**src/rtl/phy_rx_deser_lanes.sv**
```systemverilog
// Serial PHY receiver: comma alignment, lock tracking, IDLE drop and
// round-robin distribution of data words over LANES output lanes, plus a
// serial status echo (COM while unlocked, IDLE while locked).
module phy_rx_deser_lanes #(
    parameter int unsigned      WIDTH       = 8,
    parameter int unsigned      LANES       = 4,
    parameter logic [WIDTH-1:0] COM         = 8'hBC,
    parameter logic [WIDTH-1:0] IDLE        = 8'h7C,
    parameter int unsigned      LOCK_COUNT  = 4,
    parameter int unsigned      COM_TIMEOUT = 16
) (
    input  logic                   clk,
    input  logic                   reset,
    input  logic                   serial_in,
    output logic [LANES*WIDTH-1:0] data_out,
    output logic [LANES-1:0]       valid_out,
    output logic                   active,
    output logic                   serial_out
);

    localparam int unsigned BIT_W  = $clog2(WIDTH);
    localparam int unsigned LANE_W = (LANES > 1) ? $clog2(LANES) : 1;
    localparam int unsigned COM_W  = $clog2(LOCK_COUNT + 1);
    localparam int unsigned GAP_W  = (COM_TIMEOUT > 0) ? $clog2(COM_TIMEOUT + 1) : 1;

    localparam logic [BIT_W-1:0]  BIT_LAST   = BIT_W'(WIDTH - 1);
    localparam logic [LANE_W-1:0] LANE_LAST  = LANE_W'(LANES - 1);
    localparam logic [COM_W-1:0]  COM_GOAL   = COM_W'(LOCK_COUNT);
    localparam logic [GAP_W-1:0]  GAP_LIMIT  = GAP_W'(COM_TIMEOUT);
    localparam bit                TIMEOUT_EN = (COM_TIMEOUT != 0);

    typedef enum logic [1:0] {
        SEARCH,
        ALIGN,
        LOCKED
    } state_t;

    state_t             state, stateNext;
    logic [WIDTH-1:0]   sh, nxt, txSh;
    logic [BIT_W-1:0]   bitCnt, bitCntNext, txCnt;
    logic [COM_W-1:0]   comCnt, comCntNext;
    logic [GAP_W-1:0]   gapCnt, gapCntNext;
    logic [LANE_W-1:0]  lanePtr, lanePtrNext;
    logic               boundary;
    logic               forward;

    // Next-state, counter updates and forward decision for the current word.
    always_comb begin
        nxt         = {sh[WIDTH-2:0], serial_in};
        boundary    = (bitCnt == BIT_LAST);
        stateNext   = state;
        bitCntNext  = boundary ? '0 : bitCnt + 1'b1;
        comCntNext  = comCnt;
        gapCntNext  = gapCnt;
        lanePtrNext = lanePtr;
        forward     = 1'b0;

        case (state)
            SEARCH: begin
                bitCntNext = '0;
                if (nxt == COM) begin
                    comCntNext = COM_W'(1);
                    if (LOCK_COUNT == 1) begin
                        stateNext   = LOCKED;
                        lanePtrNext = '0;
                        gapCntNext  = '0;
                    end else begin
                        stateNext = ALIGN;
                    end
                end
            end
            ALIGN: begin
                if (boundary) begin
                    if (nxt == COM) begin
                        comCntNext = comCnt + 1'b1;
                        if (comCntNext == COM_GOAL) begin
                            stateNext   = LOCKED;
                            lanePtrNext = '0;
                            gapCntNext  = '0;
                        end
                    end else begin
                        stateNext  = SEARCH;
                        comCntNext = '0;
                    end
                end
            end
            LOCKED: begin
                if (boundary) begin
                    if (nxt == COM) begin
                        lanePtrNext = '0;
                        gapCntNext  = '0;
                    end else begin
                        forward = (nxt != IDLE);
                        if (forward) begin
                            lanePtrNext = (lanePtr == LANE_LAST) ? '0 : lanePtr + 1'b1;
                        end
                        // A data word that trips the timeout is still forwarded.
                        if (TIMEOUT_EN) begin
                            gapCntNext = gapCnt + 1'b1;
                            if (gapCntNext == GAP_LIMIT) begin
                                stateNext   = SEARCH;
                                lanePtrNext = '0;
                                comCntNext  = '0;
                            end
                        end
                    end
                end
            end
            default: stateNext = SEARCH;
        endcase
    end

    // Receive state, alignment counters and the input shift register.
    always_ff @(posedge clk) begin
        if (reset) begin
            state   <= SEARCH;
            sh      <= '0;
            bitCnt  <= '0;
            comCnt  <= '0;
            gapCnt  <= '0;
            lanePtr <= '0;
        end else begin
            state   <= stateNext;
            sh      <= nxt;
            bitCnt  <= bitCntNext;
            comCnt  <= comCntNext;
            gapCnt  <= gapCntNext;
            lanePtr <= lanePtrNext;
        end
    end

    // Lane data/valid registers and the lock indicator.
    always_ff @(posedge clk) begin
        if (reset) begin
            data_out  <= '0;
            valid_out <= '0;
            active    <= 1'b0;
        end else begin
            valid_out <= '0;
            for (int k = 0; k < LANES; k++) begin
                if (forward && (lanePtr == LANE_W'(k))) begin
                    data_out[k*WIDTH +: WIDTH] <= nxt;
                    valid_out[k]               <= 1'b1;
                end
            end
            active <= (stateNext == LOCKED);
        end
    end

    // Status echo: pattern chosen only at symbol start so symbols are never split.
    always_ff @(posedge clk) begin
        if (reset) begin
            txCnt      <= '0;
            txSh       <= '0;
            serial_out <= 1'b0;
        end else begin
            serial_out <= txSh[WIDTH-1];
            txCnt      <= (txCnt == BIT_LAST) ? '0 : txCnt + 1'b1;
            if (txCnt == '0) begin
                txSh <= active ? IDLE : COM;
            end else begin
                txSh <= {txSh[WIDTH-2:0], 1'b0};
            end
        end
    end

endmodule

```
**config.mk**
```make
export PLATFORM = sky130hd
export DESIGN_NAME = phy_rx_deser_lanes
export DESIGN_NICKNAME = d
export VERILOG_FILES = /design/src/rtl/phy_rx_deser_lanes.sv
export SDC_FILE = /design/constraint.sdc
export NUM_CORES = 1
export LEC_CHECK = 0
export ABC_AREA = 0
export CORE_MARGIN = 4
export CORE_UTILIZATION = 25
export DETAILED_ROUTE_END_ITERATION = 6
export GPL_TIMING_DRIVEN = 0
export PLACE_DENSITY_LB_ADDON = 0.05
export SLEW_MARGIN = 5
export SYNTH_ARGS = -nofsm -noshare
export SYNTH_HDL_FRONTEND = slang
export SYNTH_SLANG_ARGS = --single-unit
```
**constraint.sdc**
```tcl
create_clock -name clk -period 2.4 [get_ports clk]
set_input_delay 0.48 -clock clk [delete_from_list [all_inputs] [get_ports clk]]
set_output_delay 0.48 -clock clk [all_outputs]
set_load 0.01 [all_outputs]
```
==> impl_metrics.py, run 1 <==
metrics = {
    "run_status": {
        "status": "completed",
    },
    "timing": {
        "hold_ws_ns": 0.437,
        "slew_viol_final": 0,
        "tightestPinTransition_ns": 0.726,
        "max_freq_mhz": 476,
        "fin_worst_skew_ns": 0.00449,
        "setup_viol": 0,
        "hold_viol": 0,
        "finalCritPeriodShare": 0.875,
        "min_period_ns": 2.10,
        "maxSlewHeadroom": 0.516,
        "rsz0062_at_grt": "no",
    },
    "detailed_routing": {
        "drtIter0Drc": 133,
        "via_per_inst": 4.65,
        "drcViolationCount": 0,
        "wl_per_cell_um": 15.1,
        "num_vias": 2480,
        "drt-total-wl_um": 8060,
        "firstDrtPassIters": 4,
        "ant_nets": 0,
    },
    "worst_setup_path": {
        "crit_arrival_ns": 2.33,
        "crit_type": "flip-flop to flip-flop",
        "cp.required_ns": 2.63,
        "cp-end-kind": "flip-flop",
        "r2r-end": "active",
        "cp-start-kind": "flip-flop",
        "worstPathMaxFanout": 5,
        "timing.rr.start": "gapCnt[1]",
        "rrSetupSlack_ns": 0.30,
        "r2r_cells": 5,
    },
    "logic_synthesis": {
        "postSynthAreaPerCell_sq_um": 8.68,
        "synth-seq-cells": 69,
        "synthArstFlopShare": 0,
        "synth_fp_nets": 355,
        "ys_warn_count": 0,
        "synth_area_sq_mm": 0.00292,
        "seq_area_frac_synth": 0.473,
        "synth_edf_count": 0,
        "synthFlopType": "dfxtp_1",
        "postSynthCellCount": 336,
        "synthDistinctLibCells": 46,
    },
    "clock_tree": {
        "clk_pin_slew_ns": 0.05,
        "postCtsHoldBufs": 0,
        "cts_max_level": 3,
        "cts_root_buf": "clkbuf_16",
        "cts_max_path_buffers": 2,
        "cts_tree": "yes",
        "cts_buffers": 9,
        "clock-sinks": 69,
        "clk-insertion-delay-late_ns": 0.33,
    },
    "hold_path": {
        "hold_path_depth": 1,
        "min_from": "bitCnt[0]",
        "min_to": "bitCnt[0]",
        "worstHoldPathType": "flip-flop to flip-flop",
    },
    "global_routing": {
        "antenna_found_initial": 0,
        "grt_max_degree": 11,
        "gr-usage-all-layers": 0.129,
        "grt_pass1_wl_um": 13200,
        "grt-ovfl-total": 0,
        "grt_pass1_vias": 2470,
    },
    "cells_and_area": {
        "diodes": 0,
        "nets": 406,
        "seqCellArea_sq_mm": 0.00138,
        "multiInputGateArea_sq_mm": 0.00142,
        "fillers": 1219,
        "syn2layout_area_growth_pct": 29.5,
        "final_util": 0.331,
        "layout-drive-gt1-share": 0.0692,
    },
    "floorplanning": {
        "coreArea_sq_mm": 0.0114,
        "ios": 41,
        "initial_core_util": 0.256,
        "die_area_sq_mm": 0.0135,
        "std_cell_rows": 39,
        "fp.dieH_um": 116,
        "die_w_um": 116,
    },
    "placement": {
        "dp_hpwl_um": 5580,
        "gp_congestion": 0.769,
        "place.port_buffers": 40,
    },
    "power": {
        "cellPowerDensity_mw_per_mm2": 653,
        "peakVddDrop_mv": 0.428,
        "power.leakage_nw": 1.33,
        "total_power_mw": 2.47,
    },
    "run": {
        "drv_cap": 0,
    },
}
-- how the worst max path moves through the flow --
| stage | endpoint | from | slack [ns] | depth (start not counted) |
|---|---|---|---|---|
| 3_5_place_dp | data_out[13] | serial_in | -0.36 | 7 |
| 2_1_floorplan | gapCnt[3] | serial_in | 0.58 | 6 |
| 3_3_place_gp | data_out[26] | serial_in | -0.35 | 7 |
| 5_1_grt | active | gapCnt[1] | 0.12 | 5 |
| 6_report | active | gapCnt[1] | 0.30 | 5 |
| 4_1_cts | active | serial_in | 0.03 | 7 |
-- cells in the mapped netlist, types with 2 or more instances --
cell type	n	area, sq um
nor3_1	9	45.0
nand4b_1	3	26.3
nor2b_1	10	62.6
nand2_1	44	165
and2_1	5	31.3
nand4_1	2	12.5
nand2b_1	6	37.5
nor3b_1	2	15.0
nand3_1	37	185
ha_1	16	200
o21ai_0	6	30.0
nor2_1	22	82.6
buf_2	6	30.0
dfxtp_1	69	1380
buf_1	2	7.51
inv_1	9	33.8
mux2i_1	3	30.0
xor2_1	2	17.5
clkbuf_1	11	41.3
a21oi_1	46	230
-- critical path: stages, from the launching register on --
cell	delay, ns
dfxtp_1	0.33
and2_1	0.19
o21ai_0	0.53
a41oi_1	0.27
o41ai_2	0.39
nor4b_2	0.28
-- through the flow --
step / instance area [sq um] / setup TNS, ns / std cells / setup slack [ns]
after global placement: 3500 / -14.11 / 519 / -0.354
after detailed placement: 3500 / -13.65 / 519 / -0.355
after CTS: 3780 / 0 / 533 / 0.0296
after floorplan: 2920 / 0 / 336 / 0.577
final: 3780 / 0 / 533 / 0.299
after global routing: 3780 / 0 / 533 / 0.124
-- metal layers --
layer	routed length, um	global-route usage	vias up
li1	-	-	1262
met1	4000	0.176	1162
met3	293	0.0371	9
met5	0	0	-
met4	123	0.0441	0
met2	3640	0.198	47
-- state kept, by name, summed over array words and instances (netlist names), 2 cells and up --
name,count
data_out,32
sh,7
txSh,6
gapCnt,5
valid_out,4
bitCnt,3
comCnt,3
txCnt,3
lanePtr,2
state,2
-- cells by family after synthesis --
family / Yosys count / synth area share
buf+inv: 30 / 0.0450
simple gates: 153 / 0.269
xor+xnor: 2 / 0.00600
flops: 69 / 0.473
fa+ha+maj: 16 / 0.0686
mux: 3 / 0.0103
compound gates: 63 / 0.128
-- timing repair --
action	4_1_cts	5_1_grt
resized for setup	1	1
buffers inserted	0	0
pin swaps	0	0
endpoints found under the hold margin	0	0
endpoints found under the setup margin	6	11
-- report_power, final --
group          switching [mW]  leakage, nW  internal [mW]
combinational          0.0481        0.643         0.0253
sequential             0.0104        0.559           1.17
clock                   0.473        0.128          0.745
-- layout by cell type, fill, tap and decap left out, types with 2 or more instances in the layout --
cell type and instances:
buf_2 6, clkbuf_8 2, clkbuf_16 9, nand3_1 37
clkbuf_1 13, nor3_1 9, ha_1 16, clkdlybuf4s50_1 39
and2_1 5, a21oi_1 46, xor2_1 2, nand2b_1 6
buf_1 2, nor3b_1 2, o21ai_0 6, mux2i_1 3
dfxtp_1 69, nand4b_1 3, nor2_1 22, nand4_1 2
nor2b_1 10, inv_1 9, nand2_1 44
-- area by class of cell --
type / count / share of cell area
Tap cell: 143 / 0.0474
Timing Repair Buffer: 40 / 0.107
Clock inverter: 1 / 0.00199
Sequential cell: 69 / 0.366
Multi-Input combinational cell: 237 / 0.375
Clock buffer: 13 / 0.0689
Inverter: 9 / 0.00894
Buffer: 21 / 0.0258
Note: power is estimated with default switching activity, not from simulation.
==> run 2, diff against run 1 <==
--- a/config.mk
+++ b/config.mk
@@ -8,6 +8,8 @@
 export ABC_AREA = 0
 export CORE_MARGIN = 4
 export CORE_UTILIZATION = 25
+export CTS_BUF_LIST = sky130_fd_sc_hd__clkbuf_8
+export CTS_CLUSTER_SIZE = 40
 export DETAILED_ROUTE_END_ITERATION = 6
 export GPL_TIMING_DRIVEN = 0
 export PLACE_DENSITY_LB_ADDON = 0.05
==> impl_metrics.py, run 2 (synthesized netlist as in run 1, its figures left out) <==
metrics = {
    "run_status": {
        "status": "completed",
    },
    "hold_path": {
        "hold_path_depth": 1,
        "min_from": "bitCnt[0]",
        "worstHoldPathType": "flip-flop to flip-flop",
        "min_to": "bitCnt[0]",
    },
    "worst_setup_path": {
        "cp_slowest_cell": "or4b_2",
        "r2r_cells": 6,
        "rrSetupSlack_ns": 0.28,
        "crit_buf_inv": 1,
        "cp_slowest_stage_delay_ns": 0.60,
        "cp-end-kind": "flip-flop",
        "worstPathMaxFanout": 8,
        "crit_type": "flip-flop to flip-flop",
        "cp-start-kind": "flip-flop",
        "path_cells": "inv_1, ha_1, o21ai_1, a21oi_1, or4b_2, mux2i_1",
        "timing.rr.start": "state[0]",
        "crit_arrival_ns": 2.40,
        "r2r-end": "lanePtr[0]",
        "cp.required_ns": 2.68,
        "cp_top_family": "simple AND/OR/NAND/NOR gates",
    },
    "placement": {
        "gp_congestion": 0.769,
        "place.port_buffers": 40,
        "dpl_cell_area_sq_mm": 0.00350,
        "dp_hpwl_um": 5580,
        "pre_cts_slack_ns": -0.355,
    },
    "run": {
        "drv_cap": 0,
    },
    "clock_tree": {
        "cts_max_level": 3,
        "postCtsHoldBufs": 0,
        "clk-insertion-delay-late_ns": 0.34,
        "clock-sinks": 69,
        "cts_buffers": 9,
        "cts_tree": "yes",
        "cts_max_path_buffers": 2,
        "clk_pin_slew_ns": 0.07,
        "cts_root_buf": "clkbuf_8",
    },
    "global_routing": {
        "gr-usage-all-layers": 0.129,
        "grt-ovfl-total": 0,
        "antenna_found_initial": 0,
        "grt_pass1_vias": 2462,
        "grt_pass1_wl_um": 13200,
        "grt_max_degree": 11,
    },
    "timing": {
        "fin_worst_skew_ns": 0.00732,
        "finalCritPeriodShare": 0.885,
        "min_period_ns": 2.12,
        "rsz0062_at_grt": "no",
        "slew_viol_final": 0,
        "fin_ws_ns": 0.275,
        "setup_viol": 0,
        "hold_ws_ns": 0.438,
        "tightestPinTransition_ns": 0.703,
        "maxSlewHeadroom": 0.531,
        "max_freq_mhz": 471,
        "hold_viol": 0,
        "setup_tns_ns": 0,
    },
    "cells_and_area": {
        "stdcell_area_sq_mm": 0.00368,
        "final_common_cell": "dfxtp_1",
        "largestRegisters": "data_out x32, sh x7, txSh x6",
        "fillers": 1230,
        "largest_register": "data_out",
        "largest_reg_flops": 32,
        "diodes": 0,
        "final_cell_mix": "dfxtp_1 (69), a21oi_1 (46), nand2_1 (43)",
        "nets": 406,
        "syn2layout_area_growth_pct": 26.1,
        "layout-drive-gt1-share": 0.0718,
    },
    "power": {
        "cellPowerDensity_mw_per_mm2": 568,
        "power.leakage_nw": 1.29,
        "peakVddDrop_mv": 0.242,
    },
    "floorplanning": {
        "ios": 41,
        "fp.dieH_um": 116,
        "die_area_sq_mm": 0.0135,
        "std_cell_rows": 39,
        "initial_core_util": 0.256,
        "die_w_um": 116,
        "coreArea_sq_mm": 0.0114,
    },
    "detailed_routing": {
        "drtIter0Drc": 117,
        "firstDrtPassIters": 4,
        "wl_per_cell_um": 15.2,
        "ant_nets": 0,
        "num_vias": 2484,
        "via_per_inst": 4.66,
        "drcViolationCount": 0,
        "drt-total-wl_um": 8090,
    },
}
==> run 2: how the worst max path moves through the flow <==
stage	start	endpoint	slack, ns	depth (start not counted)
floorplan	serial_in	gapCnt[3]	0.58	6
global placement	serial_in	data_out[26]	-0.35	7
detailed placement	serial_in	data_out[13]	-0.36	7
CTS	serial_in	data_out[24]	0.02	7
global route	gapCnt[1]	active	0.12	5
finish	state[0]	lanePtr[0]	0.28	6
==> run 2: final cells by class <==
class                   count  area (sq um)  area share
repair buffers             40           403       0.109
clock buffers              11           151      0.0411
inverters                   9          33.8     0.00918
plain buffers              21          97.6      0.0265
well taps                 143           179      0.0486
clock inverters             3          15.0     0.00408
flip-flops and latches     69          1380       0.375
multi-input cells         237          1420       0.386
==> run 2: timing repair <==
item,4_1_cts,5_1_grt
resized for setup,0,3
setup buffers,0,0
endpoints found under the setup margin,0,35
==> run 2: power breakdown <==
part           internal (mW)  switching, mW  total (mW)
clock                  0.413          0.430       0.843
sequential              1.16         0.0105        1.17
combinational         0.0253         0.0480      0.0733
total                   1.60          0.488        2.09
==> run 2: worst reg2reg max path, stage by stage (launching register included) <==
cell	delay, ns
dfxtp_1	0.33
inv_1	0.10
ha_1	0.38
o21ai_1	0.28
a21oi_1	0.25
or4b_2	0.60
mux2i_1	0.13
==> run 2: through the flow <==
step / total power, mW / std cells / util
global placement: 1.28 / 519 / 0.306
global route: 2.19 / 533 / 0.322
floorplan: 1.24 / 336 / -
finish: 2.09 / 533 / 0.322
CTS: 2.14 / 533 / 0.321
detailed placement: 1.28 / 519 / 0.306
==> run 2: routing by layer <==
layer | vias up | global-route usage | part of all wire
li1 | 1256 | - | -
met1 | 1180 | 0.176 | 0.50
met2 | 39 | 0.196 | 0.45
met3 | 9 | 0.0371 | 0.032
met4 | 0 | 0.0394 | 0.013
met5 | - | 0 | 0
